**src/rtl/button_conditioner.sv**
```systemverilog
`default_nettype none
// ============================================================================
// Module      : button_conditioner
// Description : Push-button front end. Synchronises the raw button level,
//               debounces it with a four-state FSM, and produces a clean
//               level, single-cycle press/release strobes, an optional
//               auto-repeat on long holds, and a wrapping count of confirmed
//               presses.
// Revision    : 1.0 - initial release
// ============================================================================
module button_conditioner #(
    parameter int DEBOUNCE_CYCLES = 1000000,
    parameter int HOLD_CYCLES     = 50000000,
    parameter int REPEAT_CYCLES   = 10000000
) (
    input  logic       clk,
    input  logic       reset,
    input  logic       btn_in,
    input  logic       repeat_en,
    output logic       clean,
    output logic       press_pulse,
    output logic       release_pulse,
    output logic [7:0] press_count
);

    // ------------------------------------------------------------------------
    // Derived widths and terminal counts
    // ------------------------------------------------------------------------
    localparam int c_DEB_W    = $clog2(DEBOUNCE_CYCLES);
    localparam int c_HOLD_MAX = (HOLD_CYCLES > REPEAT_CYCLES) ? HOLD_CYCLES
                                                              : REPEAT_CYCLES;
    localparam int c_HOLD_W   = $clog2(c_HOLD_MAX);

    localparam logic [c_DEB_W-1:0]  c_DEB_LAST  = c_DEB_W'(DEBOUNCE_CYCLES - 1);
    localparam logic [c_HOLD_W-1:0] c_HOLD_LAST = c_HOLD_W'(HOLD_CYCLES - 1);
    localparam logic [c_HOLD_W-1:0] c_REP_LAST  = c_HOLD_W'(REPEAT_CYCLES - 1);

    // clean is high exactly in the two states where the button is accepted
    // as pressed; the encoding keeps that decode to a single bit.
    typedef enum logic [1:0] {
        ST_IDLE         = 2'b00,
        ST_PRESS_WAIT   = 2'b01,
        ST_HELD         = 2'b10,
        ST_RELEASE_WAIT = 2'b11
    } state_t;

    // ------------------------------------------------------------------------
    // State and next-state signals
    // ------------------------------------------------------------------------
    logic                s1_q;
    logic                sync_q;
    state_t              state_q,    state_d;
    logic [c_DEB_W-1:0]  deb_cnt_q,  deb_cnt_d;
    logic [c_HOLD_W-1:0] hold_cnt_q, hold_cnt_d;
    logic                rep_phase_q, rep_phase_d;   // 0: waiting for first repeat
    logic                press_q,    press_d;
    logic                release_q,  release_d;
    logic                clean_q,    clean_d;
    logic [7:0]          count_q,    count_d;

    logic                w_deb_done;
    logic                w_rep_fire;

    // ------------------------------------------------------------------------
    // Two-flop synchroniser; everything downstream sees only sync_q
    // ------------------------------------------------------------------------
    always_ff @(posedge clk) begin
        if (reset) begin
            s1_q   <= 1'b0;
            sync_q <= 1'b0;
        end else begin
            s1_q   <= btn_in;
            sync_q <= s1_q;
        end
    end

    // Debounce window complete / auto-repeat interval complete
    assign w_deb_done = (deb_cnt_q == c_DEB_LAST);
    assign w_rep_fire = rep_phase_q ? (hold_cnt_q == c_REP_LAST)
                                    : (hold_cnt_q == c_HOLD_LAST);

    // ------------------------------------------------------------------------
    // Next-state, counter and strobe logic
    // ------------------------------------------------------------------------
    always_comb begin
        state_d     = state_q;
        deb_cnt_d   = deb_cnt_q;
        hold_cnt_d  = hold_cnt_q;
        rep_phase_d = rep_phase_q;
        press_d     = 1'b0;
        release_d   = 1'b0;
        count_d     = count_q;

        case (state_q)
            ST_IDLE: begin
                deb_cnt_d   = '0;
                hold_cnt_d  = '0;
                rep_phase_d = 1'b0;
                if (sync_q) begin
                    state_d = ST_PRESS_WAIT;
                end
            end

            ST_PRESS_WAIT: begin
                hold_cnt_d  = '0;
                rep_phase_d = 1'b0;
                if (!sync_q) begin
                    // Bounce: abandon the attempt silently.
                    state_d   = ST_IDLE;
                    deb_cnt_d = '0;
                end else if (w_deb_done) begin
                    state_d   = ST_HELD;
                    deb_cnt_d = '0;
                    press_d   = 1'b1;
                    count_d   = count_q + 8'd1;
                end else begin
                    deb_cnt_d = deb_cnt_q + 1'b1;
                end
            end

            ST_HELD: begin
                deb_cnt_d = '0;
                if (!sync_q) begin
                    state_d     = ST_RELEASE_WAIT;
                    hold_cnt_d  = '0;
                    rep_phase_d = 1'b0;
                end else if (!repeat_en) begin
                    // Repeat disabled: park the timer in first-repeat phase.
                    hold_cnt_d  = '0;
                    rep_phase_d = 1'b0;
                end else if (w_rep_fire) begin
                    press_d     = 1'b1;
                    hold_cnt_d  = '0;
                    rep_phase_d = 1'b1;
                end else begin
                    hold_cnt_d  = hold_cnt_q + 1'b1;
                end
            end

            ST_RELEASE_WAIT: begin
                hold_cnt_d  = '0;
                rep_phase_d = 1'b0;
                if (sync_q) begin
                    // Release bounce: fall back to HELD, no strobe.
                    state_d   = ST_HELD;
                    deb_cnt_d = '0;
                end else if (w_deb_done) begin
                    state_d   = ST_IDLE;
                    deb_cnt_d = '0;
                    release_d = 1'b1;
                end else begin
                    deb_cnt_d = deb_cnt_q + 1'b1;
                end
            end

            default: begin
                state_d     = ST_IDLE;
                deb_cnt_d   = '0;
                hold_cnt_d  = '0;
                rep_phase_d = 1'b0;
            end
        endcase

        clean_d = (state_d == ST_HELD) || (state_d == ST_RELEASE_WAIT);
    end

    // ------------------------------------------------------------------------
    // State, counter and registered-output update
    // ------------------------------------------------------------------------
    always_ff @(posedge clk) begin
        if (reset) begin
            state_q     <= ST_IDLE;
            deb_cnt_q   <= '0;
            hold_cnt_q  <= '0;
            rep_phase_q <= 1'b0;
            press_q     <= 1'b0;
            release_q   <= 1'b0;
            clean_q     <= 1'b0;
            count_q     <= 8'd0;
        end else begin
            state_q     <= state_d;
            deb_cnt_q   <= deb_cnt_d;
            hold_cnt_q  <= hold_cnt_d;
            rep_phase_q <= rep_phase_d;
            press_q     <= press_d;
            release_q   <= release_d;
            clean_q     <= clean_d;
            count_q     <= count_d;
        end
    end

    assign clean         = clean_q;
    assign press_pulse   = press_q;
    assign release_pulse = release_q;
    assign press_count   = count_q;

endmodule
`default_nettype wire

```
**config.mk**
```make
export PLATFORM = sky130hd
export DESIGN_NAME = button_conditioner
export DESIGN_NICKNAME = d
export VERILOG_FILES = /design/src/rtl/button_conditioner.sv
export SDC_FILE = /design/constraint.sdc
export NUM_CORES = 1
export LEC_CHECK = 0
export ABC_AREA = 1
export ABC_CLOCK_PERIOD_IN_PS = 2150
export CORE_MARGIN = 2
export CORE_UTILIZATION = 49
export CTS_CLUSTER_SIZE = 28
export DETAILED_ROUTE_END_ITERATION = 16
export PLACE_DENSITY = 0.67
export SLEW_MARGIN = 20
export SYNTH_ARGS = -nofsm -noshare
export SYNTH_HDL_FRONTEND = slang
export SYNTH_SLANG_ARGS = --single-unit
```
**constraint.sdc**
```tcl
create_clock -name clk -period 2.15 [get_ports clk]
set_input_delay 0.3225 -clock clk [delete_from_list [all_inputs] [get_ports clk]]
set_output_delay 0.3225 -clock clk [all_outputs]
set_load 0.005 [all_outputs]
```
==> results of run 1 <==
worst register-to-register path: stages (launching register included):
cell and delay (ns):
sky130_fd_sc_hd__dfxtp_1 0.36, sky130_fd_sc_hd__ha_1 0.27, sky130_fd_sc_hd__nand3_2 0.15, sky130_fd_sc_hd__inv_1 0.09, sky130_fd_sc_hd__nand3_1 0.10, sky130_fd_sc_hd__nor2_1 0.22
sky130_fd_sc_hd__nand2_2 0.12, sky130_fd_sc_hd__nand3_4 0.27, sky130_fd_sc_hd__nor2_1 0.09
cells by family (layout without fill, tap and decap cells):
group / Yosys count / count (layout)
XOR/XNOR: 24 / 24
AND/OR/NAND/NOR: 305 / 305
AO/OA/AOI/OAI: 31 / 31
flip-flops: 62 / 62
buffers and inverters: 75 / 100
adder cells (fa/ha/maj): 8 / 8
power by group:
group	internal, mW	switching (mW)
clock network	0.682	0.466
registers	1.17	0.0210
logic	0.0747	0.117
worst min path at each step:
stage,endpoint,slack (ns),cells past startpoint
floorplan,sync_q,0.39,2
global placement,sync_q,0.39,2
detailed placement,sync_q,0.39,2
CTS,sync_q,0.40,2
global route,sync_q,0.47,2
finish,sync_q,0.40,2
state kept, by name (all words and copies together) (netlist names):
signal / count
state_q: 2
hold_cnt_q: 26
s1_q: 1
rep_phase_q: 1
sync_q: 1
release_pulse: 1
clean: 1
press_count: 8
press_pulse: 1
deb_cnt_q: 20
metal layers:
metal	GRT usage (%)	share of wire [%]	routed length (um)	vias to the layer above
met5	0	0	0	-
met4	12.03	3.4	251	0
met3	3.770	3.1	232	21
met2	35.95	48	3530	58
met1	26.11	46	3404	1393
li1	-	-	-	1638
stage by stage:
stage	hold slack (ns)	power, mW	util (%)	std cells
after detailed placement	0.3947	1.408	54.11	610
after CTS	0.4039	2.549	57.27	626
after global routing	0.4656	2.628	57.27	626
final	0.4035	2.531	57.27	626
after floorplan	0.3883	1.349	-	505
after global placement	0.3911	1.406	54.11	610
area by class of cell:
cell class              instances  area [um^2]
fillers                       668         2903
multi-input cells             368         1904
flip-flops and latches         62         1241
inverters                      68        255.2
repair buffers                 16        155.1
clock buffers                  12        145.1
well taps                      96        120.1
clock inverters                 4        70.07
Yosys cell counts (2+ instances only):
| library cell | n | area [um^2] |
|---|---|---|
| sky130_fd_sc_hd__buf_6 | 3 | 33.78 |
| sky130_fd_sc_hd__ha_1 | 8 | 100.1 |
| sky130_fd_sc_hd__xor2_1 | 18 | 157.7 |
| sky130_fd_sc_hd__nand3_2 | 5 | 50.05 |
| sky130_fd_sc_hd__or2_0 | 2 | 12.51 |
| sky130_fd_sc_hd__nor2_4 | 7 | 78.83 |
| sky130_fd_sc_hd__nor3_1 | 23 | 115.1 |
| sky130_fd_sc_hd__xnor2_1 | 6 | 52.55 |
| sky130_fd_sc_hd__nand4_1 | 16 | 100.1 |
| sky130_fd_sc_hd__nand3_1 | 46 | 230.2 |
| sky130_fd_sc_hd__buf_2 | 3 | 15.01 |
| sky130_fd_sc_hd__o211ai_1 | 2 | 15.01 |
| sky130_fd_sc_hd__a21oi_2 | 3 | 26.28 |
| sky130_fd_sc_hd__inv_1 | 65 | 244.0 |
| sky130_fd_sc_hd__nand2_1 | 101 | 379.1 |
| sky130_fd_sc_hd__nand2_2 | 5 | 31.28 |
| sky130_fd_sc_hd__o21ai_0 | 2 | 10.01 |
| sky130_fd_sc_hd__dfxtp_1 | 62 | 1241 |
| sky130_fd_sc_hd__inv_2 | 2 | 7.510 |
| sky130_fd_sc_hd__a21oi_1 | 24 | 120.1 |
| sky130_fd_sc_hd__nor2_1 | 89 | 334.1 |
| sky130_fd_sc_hd__nor2_2 | 7 | 43.79 |
==> results by stage, run 1 <==
Timing:
- The worst path setup slack after routing is 0.3600 ns.
- Setup total negative slack on the finished layout was measured at 0 ns.
- The top achievable clock speed is 558.6 MHz.
- The worst-case headroom to the max-slew limit is between 70 and 80%.
- The transition time at the pin with the least slew margin is 0.4049 ns.
- Of the available clock period, the critical path in the final layout requires 83.26%.
- The total setup violations reported at the end of the flow is 0.
- The final count of hold timing violations is 0.
- For the finished layout, the period the worst path requires is ~1.8 ns.
- Setup repair after global routing left no endpoint under its margin.
- The final max-slew violation count is 0.
- The clock arrives with around 0.010 ns of skew.

Logic synthesis:
- The post-synthesis instance total is between 500 and 600.
- For this run, the number of Yosys warnings is 0.
- After synthesis, the share of cell area in mux cells is 0%.
- The largest family of logic cells by synthesized area is simple AND/OR/NAND/NOR gates.
- For this run, the register share of the synthesized area comes to 35.90%.
- In the synthesized netlist the async set-or-reset flop fraction comes to 0%.
- The adder-cell share of the synthesized area is 2.895%.
- The synthesized netlist devotes 6.080% of its cell area to XOR and XNOR gates.
- The number of nets in the synthesized netlist is around 520.
- The compound-cell area share of the yosys netlist is under 10%.
- In this run the cell area of the synthesized design comes to 3457 um^2.
- A synthesized cell averages around 6.8 um^2.
- The synthesized design contains 0 enable-type register cells.
- Among all flip-flop cells after synthesis, the most frequent one is sky130_fd_sc_hd__dfxtp_1.
- The number of synthesized register bits is slightly above 60.
- Synthesis instantiated 28 different standard cells from the library.
- After Yosys synthesis, and, or, nand and nor cells account for roughly two fifths of the synthesized area.

Worst setup path:
- The required time of the critical path is 2.37 ns.
- For this run, the slowest stage of the critical path takes 0.36 ns.
- The library cell appearing most often on the critical path is sky130_fd_sc_hd__nor2_1.
- The worst setup path is launched from a register.
- The peak fanout along the critical path is 26.
- The timing endpoint of the critical path is hold_cnt_q[20].
- The kind of critical path is register to register.
- The slowest stage of the critical path belongs to the cell sky130_fd_sc_hd__dfxtp_1.
- The signal on the critical path passes through ha_1 > nand3_2 > inv_1 > nand3_1 > nor2_1 > nand2_2 > nand3_4 > nor2_1.
- Among cell families on the critical path, the largest total delay comes from simple AND/OR/NAND/NOR gates.
- The path depth of the worst reg2reg path is 8.
- The startpoint of the lowest-slack register-to-register path is hold_cnt_q[0].
- The timing startpoint of the critical path is hold_cnt_q[0].
- The count of buffer and inverter cells on the critical path is 1.
- The critical path arrival is roughly 2.0 ns.
- STA classifies the critical path endpoint as a register.
- The reg-to-reg setup timing slack is approximately 0.36 ns.
- The total number of cells along the worst setup path is 8.
- In this run the critical register-to-register path is captured at hold_cnt_q[20].

Clocking:
- The clock root buffer is sky130_fd_sc_hd__clkbuf_8.
- TritonCTS built the clock tree.
- The number of buffers inserted by hold repair at cts is 0.
- Post-CTS timing repair inserted 0 buffers for setup.
- The clock-pin slew on the worst setup and hold paths is 0.07 ns.
- TritonCTS created 9 clock buffers.
- The H-tree generated during clock tree synthesis spans 3 levels.
- The clock net in this run drives a total of 62 sinks.
- For the worst-skew pair, the clock arrives at the later sink with an insertion delay of 0.35 ns.
- The number of resized instances in the post-cts repair step is 0.
- The maximum buffer depth of the clock tree is 2.

Cells and area:
- The count of nets after finishing is 537.
- The commonest non-fill, non-tap cell in the layout is sky130_fd_sc_hd__nand2_1.
- In the layout the commonest cells are sky130_fd_sc_hd__nand2_1, sky130_fd_sc_hd__nor2_1, sky130_fd_sc_hd__inv_1, sky130_fd_sc_hd__dfxtp_1, sky130_fd_sc_hd__nand3_1.
- Compared with the post-synthesis result, the final layout area differs by 12.56%.
- The final design area excluding fillers is approximately 4000 um^2.
- The fraction of final layout cells sized beyond drive strength 1 is a little under a tenth.
- The antenna diode count is 0.

Floorplan:
- In this run the standard cell core region covers 6794 um^2.
- The die is approximately 90 um tall.
- The floorplan step defined a die boundary enclosing 7743 um^2.
- The I/O pin total is 15.
- The die is ~88 um wide.
- The number of placement rows is 30.
- Once the floorplan was initialized, standard cells occupied about half of the core.

Power and ir drop:
- The worst-case IR drop observed on VDD is 0.3264 mV.
- The leakage power of the design is 1.345 nW.
- The power density over the cells is approximately 650 nW/um^2.

Place:
- Before CTS, the worst setup slack after placement is approximately 0.36 ns.
- Detailed placement ended at an HPWL of about 5.5 mm.
- The final RePlAce weighted congestion is just over 0.9.
- Once placement finished, the instance area stood at 3676 um^2.
- In this run the tool buffered the top-level ports with 14 buffer cells.

Route:
- Dividing the detail-routed wire length by the instance count gives approximately 12 um.
- Dividing the detail-routed via count by the number of cells gives slightly below 5.
- The pre-antenna-repair detailed-routing pass consisted of 4 iterations.
- The initial DRC count is between 100 and 150.
- The total number of vias is 3110.
- The detailed-route DRC error count is 0.
- The total length of routed wires is ~7.4 mm.
- The count of nets left with antenna violations once routing finished came out at 0.

Global route:
- For this run the aggregate overflow at the end of global routing stands at 0.
- The number of global-route vias before repair was roughly 3000.
- The maximum number of pins on one net before global-route repair is 27.
- The number of antenna violations at the first check in global routing was 0.
- In the global route stage, overall resource usage came out at roughly 22%.
- The first global-routing pass estimated ~13 mm of wire.

Hold path:
- The class of the worst hold path is register to register.
- The startpoint identified for the worst hold timing path is s1_q.

Status:
- The flow ran to the end, and the final reports show no timing, DRC or antenna violations.

Flow run:
- The number of maximum-capacitance violations is 0.
(Power assumes the default switching activity.)
==> run 2, diff against run 1 <==
--- a/config.mk
+++ b/config.mk
@@ -6,12 +6,12 @@
 export NUM_CORES = 1
 export LEC_CHECK = 0
 export ABC_AREA = 1
-export ABC_CLOCK_PERIOD_IN_PS = 2150
+export ABC_CLOCK_PERIOD_IN_PS = 1500
 export CORE_MARGIN = 2
 export CORE_UTILIZATION = 49
 export CTS_CLUSTER_SIZE = 28
 export DETAILED_ROUTE_END_ITERATION = 16
-export PLACE_DENSITY = 0.67
+export PLACE_DENSITY = 0.69
 export SLEW_MARGIN = 20
 export SYNTH_ARGS = -nofsm -noshare
 export SYNTH_HDL_FRONTEND = slang
==> constraint.sdc (replaced) <==
create_clock -name clk -period 1.5 [get_ports clk]
set_input_delay 0.225 -clock clk [delete_from_list [all_inputs] [get_ports clk]]
set_output_delay 0.225 -clock clk [all_outputs]
set_load 0.005 [all_outputs]
==> results by stage, run 2 (synthesis results as in run 1) <==
Timing:
- The top achievable clock speed is 662.8 MHz (was 558.6 MHz).
- The setup TNS is -0.01822 ns (was 0 ns).
- The worst-case headroom to the max-slew limit is 69.64% (was 72.91%).
- Setup repair after global routing missed its margin: yes (was no).
- The post-route clock period utilization was 100.6% (was 83.26%).
- The transition time at the pin with the least slew margin came to 0.4519 ns (was 0.4049 ns).
- The clock tree skew after final layout was 0.006533 ns (was 0.01048 ns).
- The time the final worst path needs with I/O delays and setup came to 1.509 ns (was 1.790 ns).
- The total setup violations reported at the end of the flow is 3 (was 0).
- The final max-slew violation count came to 0 (unchanged).
- The worst path setup slack after routing was -0.008743 ns (was 0.3600 ns).
- The final count of hold timing violations came to 0 (unchanged).

Worst setup path:
- The maximum cell stage delay along the critical path is 0.36 ns (about the same).
- The critical path arrival is 1.75 ns (was 2.01 ns).
- The startpoint class of the critical path was a register (unchanged).
- The critical-path cell with the highest stage delay is sky130_fd_sc_hd__dfxtp_2 (was sky130_fd_sc_hd__dfxtp_1).
- The library cell appearing most often on the critical path is sky130_fd_sc_hd__nand2_1 (was sky130_fd_sc_hd__nor2_1).
- Cells traversed along the worst timing path: ha_4 > nand2_4 > nor2_4 > nand2_1 > nor2_1 > nand4_1 > nand2_1 > a21oi_1 (was ha_1 > nand3_2 > inv_1 > nand3_1 > nor2_1 > nand2_2 > nand3_4 > nor2_1).
- The kind of critical path is register to register (unchanged).
- The count of buffer and inverter cells on the critical path is 0 (was 1).
- The dominant delay contributor by cell family on the critical path is simple AND/OR/NAND/NOR gates (unchanged).
- The kind of end point of the critical path is a register (unchanged).
- The peak fanout along the critical path is 6 (was 26).
- The required time of the critical path came to 1.74 ns (was 2.37 ns).
- The reg-to-reg setup timing slack came to -0.009 ns (was 0.36 ns).

Power and ir drop:
- The worst-case vdd ir drop came to 0.4660 mV (was 0.3264 mV).
- The proportion of power drawn by combinational gates is 10.0% (was 7.6%).
- The switching part of the total is 25.14% (was 23.87%).
- The clock network power share is 42.6% (was 45.3%).
- The total internal power is 2.687 mW (was 1.927 mW).
- The power density over the cells came to 783.8 nW/um^2 (was 650.6 nW/um^2).
- The switching component of the power is 902.5 uW (was 604.3 uW).
- The part of the power in registers is 47.4% (was 47.1%).
- The leakage power of the design is 1.628 nW (was 1.345 nW).

Floorplan:
- The die area is 7743 um^2 (unchanged).
- The area of the core is 6794 um^2 (unchanged).
- The floorplan die height was 88.00 um (unchanged).
- The number of placement rows was 30 (unchanged).
- The x dimension of the die is 88.00 um (unchanged).
- The I/O pin total is 15 (unchanged).
- The initial core utilization is 50.88% (unchanged).

Place:
- The post-DP HPWL was 5.907 mm (was 5.536 mm).
- The quantity of I/O buffers inserted on ports is 14 (unchanged).
- The area after detailed placement was 3986 um^2 (was 3676 um^2).
- The final RePlAce weighted congestion is 0.9431 (was 0.9191).

Hold path:
- The class of the worst hold path is register to register (unchanged).

Clocking:
- The clock-pin slew on the worst setup and hold paths is 0.07 ns (about the same).
- The clock root buffer is sky130_fd_sc_hd__clkbuf_8 (unchanged).
- The maximum buffer depth of the clock tree is 2 (unchanged).
- The CTS H-tree depth was 3 (unchanged).
- The total CTS buffers is 9 (unchanged).
- The number of clock sinks came to 62 (unchanged).
- The clock tree from TritonCTS is done (unchanged).
- The later-pin clock latency in the skew report is 0.35 ns (about the same).

Status:
- The final reports fail on setup timing.
- Run status: complete, but fails checks (was finished clean).

Route:
- The number of detailed-route iterations in the first pass is 4 (unchanged).
- The detailed-route DRC error count is 0 (unchanged).
- The initial DRC count was 127 (was 108).
- The routed length per instance came to 13.11 um (was 11.85 um).
- The total length of routed wires is 8.824 mm (was 7.418 mm).
- The average vias per placed instance is 5.135 (was 4.968).
- The number of antenna-violating nets in the routed design is 0 (unchanged).
- The total number of vias was 3456 (was 3110).

Flow run:
- The number of maximum-capacitance violations is 0 (unchanged).

Cells and area:
- The antenna diode count came to 0 (unchanged).
- The final design area excluding fillers is 4579 um^2 (was 3891 um^2).
- Most used cells in the layout excluding fill and tap cells: sky130_fd_sc_hd__nand2_1, sky130_fd_sc_hd__nor2_1, sky130_fd_sc_hd__inv_1, sky130_fd_sc_hd__buf_4, sky130_fd_sc_hd__nand3_1 (was sky130_fd_sc_hd__nand2_1, sky130_fd_sc_hd__nor2_1, sky130_fd_sc_hd__inv_1, sky130_fd_sc_hd__dfxtp_1, sky130_fd_sc_hd__nand3_1).
- The count of nets after finishing is 584 (was 537).
- The commonest non-fill, non-tap cell in the layout is sky130_fd_sc_hd__nand2_1 (unchanged).
- The flip-flop count of the largest register after layout was 26 (unchanged).
- The fill cell total of the finished layout is 570 (was 668).
- The layout overhead on the synthesized area is 32.46% (was 12.56%).
- The register with the highest flop count is hold_cnt_q (unchanged).
- The fraction of final layout cells sized beyond drive strength 1 was 28.94% (was 9.057%).

Global route:
- The total global routing overflow was 0 (unchanged).
- The aggregate global-route resource usage is 22.20% (was 21.52%).
- The wire length of the first global-routing pass is 13.48 mm (was 13.09 mm).
- The number of global-route vias before repair was 3281 (was 2975).
- The maximum number of pins on one net before global-route repair is 27 (unchanged).
- The number of antenna violations at the first check in global routing was 0 (unchanged).
-- run 2: cell count changes in the layout (fill, tap and decap cells not counted), moves of 8 or more --
cell and delta:
sky130_fd_sc_hd__buf_4 +43, sky130_fd_sc_hd__a21oi_2 +8, sky130_fd_sc_hd__a21oi_1 -9, sky130_fd_sc_hd__nor2_1 -15, sky130_fd_sc_hd__dfxtp_2 +22, sky130_fd_sc_hd__dfxtp_1 -23
sky130_fd_sc_hd__nor2_4 +11
-- run 2: routing by layer --
layer,vias to the layer above,share of wire [%],routed length [um],global-route usage [%]
met4,0,4.0,351,13.57
met5,-,0,0,0
li1,1744,-,-,-
met3,32,4.5,397,5.184
met1,1574,42,3666,25.13
met2,106,50,4409,37.74
-- run 2: area by class of cell --
class                   count  area, um^2  share of cell area, %
clock buffers              12       155.1                  3.388
repair buffers             63       561.8                  12.27
clock inverters             4       45.04                 0.9836
flip-flops and latches     62        1272                  27.79
multi-input cells         368        2170                  47.38
well taps                  96       120.1                  2.623
inverters                  68       255.2                  5.574
-- run 2: power groups by stage --
stage	Sequential [mW]	Clock, mW	Combinational (mW)
5_1_grt	1.71	1.62	0.398
2_1_floorplan	1.74	0	0.196
4_1_cts	1.70	1.56	0.334
3_5_place_dp	1.74	0	0.330
6_report	1.70	1.53	0.359
3_3_place_gp	1.74	0	0.329
-- run 2: timing repair --
item	in CTS	in global routing
setup buffers	0	5
hold buffers	0	0
hold endpoints to repair	0	0
pin swaps	4	23
gates resized for setup	11	79
cloned	0	3
setup endpoints to repair	34	64
-- run 2: stage by stage --
step | worst slack (ns) | utilization, % | power [mW] | hold slack [ns] | instances
4_1_cts | 0.001762 | 62.12 | 3.593 | 0.3971 | 665
6_report | -0.008743 | 67.40 | 3.589 | 0.4036 | 673
5_1_grt | -0.1118 | 67.40 | 3.724 | 0.4078 | 673
3_5_place_dp | -0.03435 | 58.67 | 2.069 | 0.3956 | 649
2_1_floorplan | 0.02403 | - | 1.938 | 0.3320 | 505
3_3_place_gp | -0.01668 | 58.67 | 2.067 | 0.3923 | 649
-- run 2: worst min-delay path: stages, from the launching register on --
cell and delay [ns]:
sky130_fd_sc_hd__dfxtp_1 0.30, sky130_fd_sc_hd__inv_1 0.04, sky130_fd_sc_hd__nor2_1 0.03
-- run 2: worst paths after layout --
check                    start              to  depth (start not counted)
setup reg to reg  deb_cnt_q[1]  press_count[2]                          8
hold reg to reg           s1_q          sync_q                          2
setup / recovery  deb_cnt_q[1]  press_count[2]                          8
hold / removal            s1_q          sync_q                          2
==> run 3, diff against run 2 <==
--- a/config.mk
+++ b/config.mk
@@ -11,6 +11,7 @@
 export CORE_UTILIZATION = 49
 export CTS_CLUSTER_SIZE = 28
 export DETAILED_ROUTE_END_ITERATION = 16
+export MAX_ROUTING_LAYER = met4
 export PLACE_DENSITY = 0.69
 export SLEW_MARGIN = 20
 export SYNTH_ARGS = -nofsm -noshare
==> results by stage, run 3 (synthesis results as in run 1) <==
Global route:
- The routing usage on met1 is 27.08% (was 25.13%).
- The number of global-route vias before repair is 3213 (was 3281).
- The maximum number of pins on one net before global-route repair is 27 (unchanged).
- The met2 track utilization from global routing is 38.91% (was 37.74%).
- The aggregate global-route resource usage is 23.62% (was 22.20%).
- The wire length of the first global-routing pass came to 13.98 mm (was 13.48 mm).
- The total global routing overflow is 0 (unchanged).
- The number of antenna violations at the first check in global routing is 0 (unchanged).
- The busiest metal layer after global routing was met2 (unchanged).
- The fraction of met3 tracks used by global routing is 4.807% (was 5.184%).

Clocking:
- The clock tree from TritonCTS is done (unchanged).
- The clock root buffer is sky130_fd_sc_hd__clkbuf_8 (unchanged).
- The total CTS buffers is 9 (unchanged).
- The CTS H-tree depth is 3 (unchanged).
- The number of clock sinks is 62 (unchanged).
- The number of buffers inserted by hold repair at cts came to 0 (unchanged).
- The clock-pin slew on the worst setup and hold paths is 0.07 ns (about the same).
- The maximum buffer depth of the clock tree is 2 (unchanged).
- The later-pin clock latency in the skew report was 0.35 ns (about the same).

Worst setup path:
- The critical register-to-register path endpoint is press_count[6] (was press_count[2]).
- The startpoint class of the critical path is a register (unchanged).
- The peak fanout along the critical path is 6 (unchanged).
- The startpoint of the lowest-slack register-to-register path is deb_cnt_q[1] (unchanged).
- The required time of the critical path is 1.77 ns (was 1.74 ns).
- The maximum cell stage delay along the critical path is 0.35 ns (was 0.36 ns).
- Cells traversed along the worst timing path: ha_4 > nand2_4 > inv_2 > nand2_2 > nor2_4 > nand3_2 > nor2_4 > nand3_2 > a21oi_2 (was ha_4 > nand2_4 > nor2_4 > nand2_1 > nor2_1 > nand4_1 > nand2_1 > a21oi_1).
- The critical-path cell with the highest stage delay is sky130_fd_sc_hd__dfxtp_2 (unchanged).
- The kind of end point of the critical path was a register (unchanged).
- The critical path arrival came to 1.76 ns (was 1.75 ns).
- The path depth of the worst reg2reg path came to 9 (was 8).
- The kind of critical path is register to register (unchanged).
- The reg-to-reg setup timing slack came to 0.01 ns (was -0.009 ns).

Floorplan:
- The die area is 7743 um^2 (unchanged).
- The initial core utilization came to 50.88% (unchanged).
- The I/O pin total was 15 (unchanged).
- The x dimension of the die came to 88.00 um (unchanged).
- The number of placement rows is 30 (unchanged).
- The area of the core is 6794 um^2 (unchanged).
- The floorplan die height was 88.00 um (unchanged).

Route:
- The average vias per placed instance came to 5.110 (was 5.135).
- The routed length per instance is 13.14 um (was 13.11 um).
- The total number of vias came to 3444 (was 3456).
- The total length of routed wires is 8.853 mm (was 8.824 mm).
- The initial DRC count is 140 (was 127).
- The number of detailed-route iterations in the first pass came to 5 (was 4).
- The detailed-route DRC error count is 0 (unchanged).
- The number of antenna-violating nets in the routed design is 0 (unchanged).

Cells and area:
- The layout overhead on the synthesized area came to 31.78% (was 32.46%).
- The fraction of final layout cells sized beyond drive strength 1 is 28.72% (was 28.94%).
- The antenna diode count is 0 (unchanged).
- The register with the highest flop count is hold_cnt_q (unchanged).
- The footprint of the multi-input gates was 2161 um^2 (was 2170 um^2).
- Most used cells in the layout excluding fill and tap cells: sky130_fd_sc_hd__nand2_1, sky130_fd_sc_hd__nor2_1, sky130_fd_sc_hd__inv_1, sky130_fd_sc_hd__buf_4, sky130_fd_sc_hd__dfxtp_1 (was sky130_fd_sc_hd__nand2_1, sky130_fd_sc_hd__nor2_1, sky130_fd_sc_hd__inv_1, sky130_fd_sc_hd__buf_4, sky130_fd_sc_hd__nand3_1).
- The commonest non-fill, non-tap cell in the layout is sky130_fd_sc_hd__nand2_1 (unchanged).
- The share of the core filled with cells is 67.05% (was 67.40%).
- The post-route non-filler standard cell count is 674 (was 673).
- The count of nets after finishing came to 585 (was 584).
- The fill cell total of the finished layout is 569 (was 570).
- The flip-flop and latch area came to 1269 um^2 (was 1272 um^2).
- The final design area excluding fillers came to 4556 um^2 (was 4579 um^2).
- The flip-flop count of the largest register after layout was 26 (unchanged).

Timing:
- The post-route clock period utilization is 99.20% (was 100.6%).
- The total setup violations reported at the end of the flow is 0 (was 3).
- The setup TNS is 0 ns (was -0.01822 ns).
- The final max-slew violation count is 0 (unchanged).
- The final count of hold timing violations is 0 (unchanged).
- The time the final worst path needs with I/O delays and setup is 1.488 ns (was 1.509 ns).
- The clock tree skew after final layout is 0.008596 ns (was 0.006533 ns).
- Setup repair after global routing missed its margin: yes (unchanged).
- The transition time at the pin with the least slew margin is 0.3973 ns (was 0.4519 ns).
- The worst-case headroom to the max-slew limit is 73.31% (was 69.64%).
- The top achievable clock speed is 672.1 MHz (was 662.8 MHz).

Place:
- The post-DP HPWL is 5.995 mm (was 5.907 mm).
- The final RePlAce weighted congestion came to 0.9761 (was 0.9431).
- The post-placement cell count came to 651 (was 649).
- The area after detailed placement is 4001 um^2 (was 3986 um^2).
- The quantity of I/O buffers inserted on ports is 14 (unchanged).

Status:
- Run status: finished clean (was complete, but fails checks).

Power and ir drop:
- The worst-case vdd ir drop is 0.4510 mV (was 0.4660 mV).
- The post-layout total power is 3.489 mW (was 3.589 mW).
- The power density over the cells is 765.9 nW/um^2 (was 783.8 nW/um^2).
- The leakage power of the design is 1.632 nW (was 1.628 nW).

Hold path:
- The class of the worst hold path is input port to register (was register to register).
- The worst min-delay path startpoint is btn_in (was s1_q).
- The cell depth of the worst min-delay path is 3 (was 2).
- The end point of the most critical hold path is s1_q (was sync_q).

Flow run:
- The number of maximum-capacitance violations is 0 (unchanged).
==> run 3: cell type report <==
cell class	count	area share [%]
well taps	96	2.637
multi-input cells	368	47.43
clock buffers	11	2.884
flip-flops and latches	62	27.85
repair buffers	64	12.50
clock inverters	5	1.099
inverters	68	5.603
==> run 3: stage by stage <==
stage               setup slack, ns  hold slack (ns)
floorplan                   0.02403           0.3320
global placement          -0.003888           0.3900
detailed placement         -0.04330           0.4052
CTS                        -0.01117           0.3915
global route               -0.09593           0.4177
finish                      0.01203           0.3980
==> run 3: what timing repair did <==
action	4_1_cts	5_1_grt
cloned	0	3
resized for setup	10	73
buffers inserted	0	4
setup endpoints to repair	42	62
pin swaps	2	15
==> run 3: layer usage <==
metal	part of all wire, %	up-vias	wire length [um]
met5	0	-	0
met4	4.4	0	386
met3	4.4	38	393
met2	49	101	4354
met1	42	1563	3718
li1	-	1742	-
==> run 3: worst max-delay path by stage <==
| stage | end | cells past startpoint | from | slack [ns] |
|---|---|---|---|---|
| 2_1_floorplan | deb_cnt_q[0] | 10 | state_q[1] | 0.02 |
| 3_3_place_gp | hold_cnt_q[20] | 9 | hold_cnt_q[0] | -0.004 |
| 3_5_place_dp | hold_cnt_q[14] | 6 | repeat_en | -0.04 |
| 4_1_cts | hold_cnt_q[9] | 9 | hold_cnt_q[1] | -0.01 |
| 5_1_grt | press_count[6] | 9 | deb_cnt_q[1] | -0.1 |
| 6_report | press_count[6] | 9 | deb_cnt_q[1] | 0.01 |
==> run 3: worst max-delay path: cells and delay by family (launching register included) <==
family | cells | cell delay (ns)
and+or+nand+nor | 6 | 0.68
DFF | 1 | 0.35
adders and majority gates | 1 | 0.15
AOI/OAI and AO/OA | 1 | 0.15
buffers and inverters | 1 | 0.08
==> run 3: power by group <==
part           internal [mW]  switching [mW]  total (mW)
Sequential              1.68          0.0218        1.70
Combinational          0.159           0.206       0.365
Clock                  0.757           0.665        1.42
Total                   2.60           0.893        3.49
